--- config.mk ---
export PLATFORM = sky130hd
export DESIGN_NAME = write_behind_buf_flat
export DESIGN_NICKNAME = d
export VERILOG_FILES = /design/src/rtl/write_behind_buf_if.sv /design/src/rtl/write_behind_buf.sv /design/src/flat_wrapper.sv
export SDC_FILE = /design/constraint.sdc
export NUM_CORES = 1
export LEC_CHECK = 0
export ABC_CLOCK_PERIOD_IN_PS = 1700
export CELL_PAD_IN_SITES_DETAIL_PLACEMENT = 1
export CELL_PAD_IN_SITES_GLOBAL_PLACEMENT = 1
export CORE_UTILIZATION = 40
export CTS_CLUSTER_DIAMETER = 60
export DETAILED_ROUTE_END_ITERATION = 12
export MAX_ROUTING_LAYER = met4
export PLACE_DENSITY = 0.89
export SLEW_MARGIN = 5
export SYNTH_ARGS = -nofsm -noshare
export SYNTH_HDL_FRONTEND = slang
export SYNTH_SLANG_ARGS = --single-unit
export TNS_END_PERCENT = 50
--- constraint.sdc ---
create_clock -name clk -period 1.7 [get_ports clk]
set_input_delay 0.255 -clock clk [delete_from_list [all_inputs] [get_ports clk]]
set_output_delay 0.255 -clock clk [all_outputs]
set_load 0.02 [all_outputs]
--- src/rtl/write_behind_buf_if.sv ---
// Producer-side and FIFO-side signals of write_behind_buf.
// slave: the buffer itself; master: the producer plus downstream FIFO driving it.
interface write_behind_buf_if #(
    parameter int unsigned DATA_W = 16
);
    logic              w_req;
    logic [DATA_W-1:0] w_data;
    logic              full;
    logic [1:0]        cnt;
    logic              fifo_w_req;
    logic [DATA_W-1:0] fifo_w_data;
    logic              fifo_full;
    logic              ovf;

    modport slave (
        input  w_req, w_data, fifo_full,
        output full, cnt, fifo_w_req, fifo_w_data, ovf
    );

    modport master (
        output w_req, w_data, fifo_full,
        input  full, cnt, fifo_w_req, fifo_w_data, ovf
    );
endinterface

--- src/rtl/write_behind_buf.sv ---
// Two-entry write-behind buffer in front of a single-clock FIFO; full comes from registers only.
// Define WRITE_BEHIND_BUF_OVF_EN to build the sticky overflow flag (otherwise ovf is tied to 0).
module write_behind_buf #(
    parameter int unsigned DATA_W = 16
) (
    input logic                clk,
    input logic                anrst,
    write_behind_buf_if.slave  bus
);
    logic [DATA_W-1:0] mem_q [2];
    logic              wp_q;
    logic              rp_q;
    logic [1:0]        cnt_q;
    logic              full;
    logic              push;
    logic              pop;

    // full must not see fifo_full or w_req: it is a pure compare on cnt_q
    assign full            = (cnt_q == 2'd2);
    assign push            = bus.w_req && !full;
    assign pop             = (cnt_q != 2'd0) && !bus.fifo_full;

    assign bus.full        = full;
    assign bus.cnt         = cnt_q;
    assign bus.fifo_w_req  = pop;
    assign bus.fifo_w_data = mem_q[rp_q];

    always_ff @(posedge clk or negedge anrst) begin
        if (!anrst) begin
            mem_q[0] <= '0;
            mem_q[1] <= '0;
            wp_q     <= 1'b0;
            rp_q     <= 1'b0;
            cnt_q    <= 2'd0;
        end else begin
            if (push) begin
                mem_q[wp_q] <= bus.w_data;
                wp_q        <= ~wp_q;
            end
            if (pop) begin
                rp_q <= ~rp_q;
            end
            cnt_q <= cnt_q + {1'b0, push} - {1'b0, pop};
        end
    end

`ifdef WRITE_BEHIND_BUF_OVF_EN
    logic ovf_q;

    always_ff @(posedge clk or negedge anrst) begin
        if (!anrst) begin
            ovf_q <= 1'b0;
        end else if (bus.w_req && full) begin
            ovf_q <= 1'b1;
        end
    end

    assign bus.ovf = ovf_q;
`else
    assign bus.ovf = 1'b0;
`endif
endmodule

--- src/flat_wrapper.sv ---
// flat-port wrapper written by rule: the top's interface ports become plain ports
module write_behind_buf_flat 
#(
    parameter int unsigned DATA_W = 16
)
  (clk, anrst, bus_w_req, bus_w_data, bus_fifo_full, bus_full, bus_cnt, bus_fifo_w_req, bus_fifo_w_data, bus_ovf);
  write_behind_buf_if #(.DATA_W(DATA_W)) bus_i ();
  input logic clk;
  input logic anrst;
  input wire logic [$bits(bus_i.w_req)-1:0] bus_w_req;
  input wire logic [$bits(bus_i.w_data)-1:0] bus_w_data;
  input wire logic [$bits(bus_i.fifo_full)-1:0] bus_fifo_full;
  output wire logic [$bits(bus_i.full)-1:0] bus_full;
  output wire logic [$bits(bus_i.cnt)-1:0] bus_cnt;
  output wire logic [$bits(bus_i.fifo_w_req)-1:0] bus_fifo_w_req;
  output wire logic [$bits(bus_i.fifo_w_data)-1:0] bus_fifo_w_data;
  output wire logic [$bits(bus_i.ovf)-1:0] bus_ovf;
  assign bus_i.w_req = bus_w_req;
  assign bus_i.w_data = bus_w_data;
  assign bus_i.fifo_full = bus_fifo_full;
  assign bus_full = bus_i.full;
  assign bus_cnt = bus_i.cnt;
  assign bus_fifo_w_req = bus_i.fifo_w_req;
  assign bus_fifo_w_data = bus_i.fifo_w_data;
  assign bus_ovf = bus_i.ovf;
  write_behind_buf #(.DATA_W(DATA_W)) u_core (.clk(clk), .anrst(anrst), .bus(bus_i));
endmodule
==> results of run 1 <==
sequential cells by signal, indices dropped and copies added (netlist names):
name / flops
u_core.rp_q: 1
u_core.wp_q: 1
u_core.mem_q: 32
u_core.bus.cnt: 2
cells in the final DEF, fill, tap and decap left out, drive strengths merged:
master | netlist | final
inv | 3 | 3
mux2 | 48 | 48
clkinvlp | 0 | 1
ha | 2 | 2
xor2 | 2 | 2
nand2b | 1 | 1
clkbuf | 1 | 8
dlygate4sd2 | 0 | 2
conb | 1 | 1
xnor2 | 2 | 2
nor3b | 1 | 1
dfrtp | 36 | 36
clkdlybuf4s50 | 0 | 20
buf | 5 | 26
and3 | 1 | 1
and2 | 1 | 1
nor2 | 2 | 2
worst max path at each step:
stage / from / end / depth (start not counted)
6_report: u_core.rp_q / bus_fifo_w_data[10] / 4
5_1_grt: u_core.rp_q / bus_fifo_w_data[10] / 4
4_1_cts: u_core.rp_q / bus_fifo_w_data[8] / 3
3_5_place_dp: bus_fifo_full / bus_fifo_w_req / 3
3_3_place_gp: bus_fifo_full / bus_fifo_w_req / 3
2_1_floorplan: u_core.bus.cnt[1] / u_core.bus.cnt[1] / 7
layout make-up:
| class | instances | share of cell area [%] |
|---|---|---|
| flip-flops and latches | 36 | 41.2 |
| multi-input cells | 61 | 33.5 |
| repair buffers | 49 | 17.6 |
| clock buffers | 7 | 3.94 |
| well taps | 50 | 2.86 |
| inverters | 3 | 0.628 |
| clock inverters | 1 | 0.343 |
power by group through the flow:
stage	registers (mW)	clock network [mW]	logic (mW)
3_5_place_dp	1.60	0	2.76
4_1_cts	1.60	0.650	2.56
2_1_floorplan	1.52	0	1.82
3_3_place_gp	1.55	0	2.69
5_1_grt	1.66	0.697	2.68
6_report	1.59	0.629	2.49
timing repair:
action | 4_1_cts | 5_1_grt
endpoints found under the setup margin | 18 | 7
hold buffers | 0 | 0
setup buffers | 1 | 1
resized for setup | 61 | 7
cells by family (layout without fill, tap and decap cells):
| group | count (synthesis) | after routing | share of synthesized area (%) |
|---|---|---|---|
| xor gates and xnor gates | 4 | 4 | 2.06 |
| adders and majority gates | 2 | 2 | 1.47 |
| buffers and inverters | 9 | 60 | 4.26 |
| DFF | 36 | 36 | 52.9 |
| muxes | 48 | 48 | 35.7 |
| other | 1 | 1 | 0.220 |
| and+or+nand+nor | 6 | 6 | 3.45 |
metrics by stage:
stage | utilization [%] | instances | total power, mW | TNS, ps
floorplan | - | 106 | 3.34 | 0
global placement | 53.1 | 197 | 4.23 | 0
detailed placement | 53.1 | 197 | 4.36 | -32.7
CTS | 54.5 | 206 | 4.80 | -329
global route | 54.0 | 207 | 5.04 | -52.5
finish | 54.0 | 207 | 4.72 | 0
worst max-delay path, stage by stage (launching register included):
cell     delay (ps)
dfrtp_2         430
buf_6           140
buf_4           130
mux2_2          270
buf_2           160
metal layers:
metal	vias up	wire [um]	part of all wire, %	track usage [%]
met4	0	60	1.7	7.98
met3	6	216	6.1	5.57
met5	-	0	0	-
li1	461	-	-	-
met2	33	1740	49	30.6
met1	492	1520	43	22.6
==> results.yml, run 1 <==
power_and_ir_drop:
  combPwrFrac_pct: 52.9
  max-vdd-ir-drop_uv: 875
  power_density_mw_per_mm2: 2150
  p_seq_share_pct: 33.8
  power.clock.fraction_pct: 13.3
  p_switching_mw: 1.71
  p_leak_nw: 1.00
  p_int_mw: 3.01
  p_sw_share_pct: 36.3
worst_setup_path:
  worstSetupStartpointType: "register"
  r2r_end: "u_core.bus.cnt[1]"
  cp.required_ps: 1440
  worstSetupPathType: "reg -> out"
  rr_startpoint: "u_core.bus.cnt[1]"
  critPathArrivalTime_ps: 1420
  worstPathMaxFanout: 5
  reg2regPathDepth: 7
  rrSetupSlack_ps: 200
  endpoint_kind: "output port"
clock_network:
  clock_latency_ps: 290
  cts-root-buf: "clkbuf_8"
  clk_pin_slew_ps: 70
  cts_max_level: 2
  clock-sinks: 36
  cts_buffer_depth: 2
  cts_tree: "built"
  cts-buffers-inserted: 5
synthesis:
  ys_ff_latch: 36
  syn_avg_cell_area_sq_um: 16.1
  syn-instance-count: 106
  synth_most_common_cell: "dfrtp_1"
  netlist_top_cells_count: "36 x dfrtp_1, 30 x mux2_2, 18 x mux2_4"
  netlist-cell-type-count: 19
  synth_edf_count: 0
  syn_nets: 128
  ys.flop_type: "dfrtp_1"
  synthesis.area_sq_mm: 0.00170
  yosysSeqAreaShare_pct: 52.9
  synth_area_leader_cell: "dfrtp_1"
  yosys-top-cells-area: "dfrtp_1 53%, mux2_2 20%, mux2_4 16%, ha_1 1.5%, buf_6 1.3%"
  yosys_warnings: 0
  async_reset_ff_share_pct: 100
  synth_top_area_share_pct: 52.9
die:
  row_count: 23
  die_w_um: 67.3
  start_util_pct: 42.0
  io_pins: 41
  coreArea_sq_mm: 0.00406
  dieHeight_um: 67.3
  design.die.area_sq_mm: 0.00453
cells_and_area:
  nNetsFinal: 178
  regArea_sq_um: 902
  diodes: 0
  syn_to_final_growth_pct: 28.6
  multi_input_area_sq_um: 733
  final_area_sq_mm: 0.00219
  layout-drive-gt1-share_pct: 56.7
  fill_cells: 413
global_route:
  antenna_found_initial: 0
  grt_pass1_wl_um: 5980
  grt_usage_pct: 19.2
  grt_max_degree: 37
  grt_pass1_vias: 1204
  grt_overflow_total: 0
placement:
  port_buffers: 39
  dpl_cell_area_sq_mm: 0.00216
  dp_hpwl_um: 2520
  place_congestion: 0.676
  dp_slack_ps: -31.3
timing:
  setup_slack_ps: 21.7
  fin_crit_ps: 1680
  fin_hold_ws_ps: 44.6
  setup_viol: 0
  hold_viol_final: 0
  fmax_ghz: 0.596
  relSlewSlack_pct: 47.4
  slew_viol_final: 0
  finClkSkew_ps: 8.93
  tightestPinTransition_ps: 790
  rsz0062_at_grt: "yes"
  fin_crit_sh_pct: 98.7
route:
  antenna_left: 0
  firstDrtPassIters: 4
  vias_per_cell: 4.79
  routed_wl_um: 3540
  vias: 992
  drcViolationCount: 0
  routedWlPerCell_um: 17.1
  drt_first_iter_violations: 34
status:
  outcome: "completed"
worst_hold_path:
  hold_class: "in -> async"
flow_run:
  cap_violations: 0
Note: power is estimated with default switching activity, not from simulation.
==> inputs of run 2 (changes only) <==
Settings changed: CORE_UTILIZATION 40 to 50, DONT_BUFFER_PORTS from default to 1, PLACE_DENSITY 0.89 to 0.87.
==> run 2 against run 1 <==
Net effect: clock skew is 1.7 ps lower; routed wire length decreased by 13%; clock power decreased by 24%; register-to-register slack worse by 50 ps; worst hold slack better by 2.9 ps; count of clock-buffer cells in the layout down 1; critical path depth fell by 2; via count down 14%; flip-flop and latch count is the same; largest power group unchanged; cell count fell by 23%; critical path type unchanged.
==> results.yml, run 2 (synthesis results as in run 1) <==
worst_setup_path:
  worstSetupPathType: "reg -> out"
  cp.required_ps: 1440
  rrSetupSlack_ps: 150
  cp_cell_sequence: "buf_12 > mux2_2"
  cp_slowest_cell: "dfrtp_2"
  slowest_delay_ps: 440
  worstSetupStartpoint: "u_core.rp_q"
  rr_startpoint: "u_core.bus.cnt[1]"
  reg2regPathDepth: 7
  worstPathMaxFanout: 14
  r2r_end: "u_core.bus.cnt[1]"
  critPathArrivalTime_ps: 1370
  endpoint_kind: "output port"
  crit_end: "bus_fifo_w_data[13]"
  worstSetupStartpointType: "register"
global_route:
  grt_pass1_wl_um: 4830
  antenna_found_initial: 0
  grt_overflow_total: 0
  grt_max_degree: 37
  grt_usage_pct: 20.1
  grt_pass1_vias: 978
die:
  start_util_pct: 54.0
  coreArea_sq_mm: 0.00315
  dieHeight_um: 60.4
  die_w_um: 60.4
  io_pins: 41
  design.die.area_sq_mm: 0.00365
  row_count: 20
route:
  drt_first_iter_violations: 13
  routedWlPerCell_um: 19.3
  vias: 851
  antenna_left: 0
  routed_wl_um: 3080
  firstDrtPassIters: 3
  vias_per_cell: 5.32
  drcViolationCount: 0
worst_hold_path:
  min_from: "bus_w_data[8]"
  hold_class: "in -> reg"
placement:
  dp_hpwl_um: 2150
  dp_cells: 150
  place_congestion: 0.654
  dpl_cell_area_sq_mm: 0.00176
  port_buffers: 0
clock_network:
  clock-sinks: 36
  cts_buffer_depth: 2
  clock_latency_ps: 350
  cts_max_level: 2
  cts-root-buf: "clkbuf_4"
  clk_pin_slew_ps: 110
  cts-buffers-inserted: 5
  post_cts_buffers: 0
  cts_tree: "built"
timing:
  fin_crit_ps: 1630
  setup_viol: 0
  fin_crit_sh_pct: 95.7
  slew_viol_final: 0
  rsz0062_at_grt: "no"
  hold_viol_final: 0
  setup_total_negative_slack_ps: 0
  finClkSkew_ps: 7.21
  fmax_ghz: 0.615
flow_run:
  cap_violations: 0
cells_and_area:
  largest_reg_flops: 32
  final_area_sq_mm: 0.00186
  mostFrequentLayoutCell: "dfrtp_1"
  diodes: 0
  instances_no_fill: 160
  nNetsFinal: 137
  syn_to_final_growth_pct: 9.18
  layout_common_cells: "35 x dfrtp_1, 30 x mux2_2, 18 x mux2_4"
  regMostFlops: "u_core.mem_q"
  fin_util_pct: 59.0
  layout-drive-gt1-share_pct: 61.2
status:
  outcome: "completed"
power_and_ir_drop:
  p_leak_nw: 0.831
  power_density_mw_per_mm2: 2250
  max-vdd-ir-drop_uv: 1190
-- run 2: changes by cell type in the layout (fill, tap and decap cells not counted), sizes merged --
cell,delta
clkinv,+2
clkinvlp,-1
dlygate4sd3,+1
clkbuf,-2
clkdlybuf4s50,-20
dlygate4sd2,-2
buf,-19
-- run 2: metal layers --
metal / track usage [%] / routed length, um
met1: 20.8 / 1210
met3: 7.68 / 207
met2: 34.2 / 1620
met4: 7.97 / 50
met5: - / 0
-- run 2: how the worst min path moves through the flow --
stage                             end  slack, ps  cells past startpoint
finish                u_core.mem_q[8]         50                      1
global route         u_core.mem_q[12]         20                      1
CTS                   u_core.mem_q[8]         30                      1
detailed placement   u_core.mem_q[10]        -40                      0
global placement     u_core.mem_q[10]        -40                      0
floorplan           u_core.bus.cnt[0]        -40                      0
-- run 2: cell type report --
type | count | area, sq um
inverters | 3 | 13.8
clock inverters | 2 | 10.0
flip-flops and latches | 36 | 902
clock buffers | 6 | 51.3
repair buffers | 8 | 87.6
fillers | 328 | 1290
multi-input cells | 61 | 741
well taps | 44 | 55.1
-- run 2: worst max-delay path, delay by kind of cell (launching register included) --
family / cells / cell delay [ps]
buffers and inverters: 1 / 170
flip-flops: 1 / 440
multiplexers: 1 / 410
-- run 2: report_power, final --
group | total (mW) | switching (mW) | leakage (nW) | internal [mW]
Combinational | 2.11 | 1.03 | 0.370 | 1.08
Sequential | 1.60 | 0.289 | 0.422 | 1.31
Clock | 0.477 | 0.281 | 0.0380 | 0.197
Total | 4.18 | 1.60 | 0.831 | 2.58
-- run 2: what timing repair did --
| item | CTS | global route |
|---|---|---|
| resized for setup | 1 | 2 |
| hold endpoints to repair | 36 | 0 |
| cloned | 0 | 0 |
| setup endpoints to repair | 13 | 1 |
| hold buffers | 2 | 0 |
-- run 2: through the flow --
step / hold slack (ps) / worst slack (ps) / total power, mW
finish: 47.5 / 73.5 / 4.18
detailed placement: -39.8 / 102 / 3.70
floorplan: -40.6 / 35.5 / 3.34
global route: 23.3 / 14.1 / 4.44
CTS: 34.2 / 52.4 / 4.21
global placement: -39.8 / 163 / 3.58
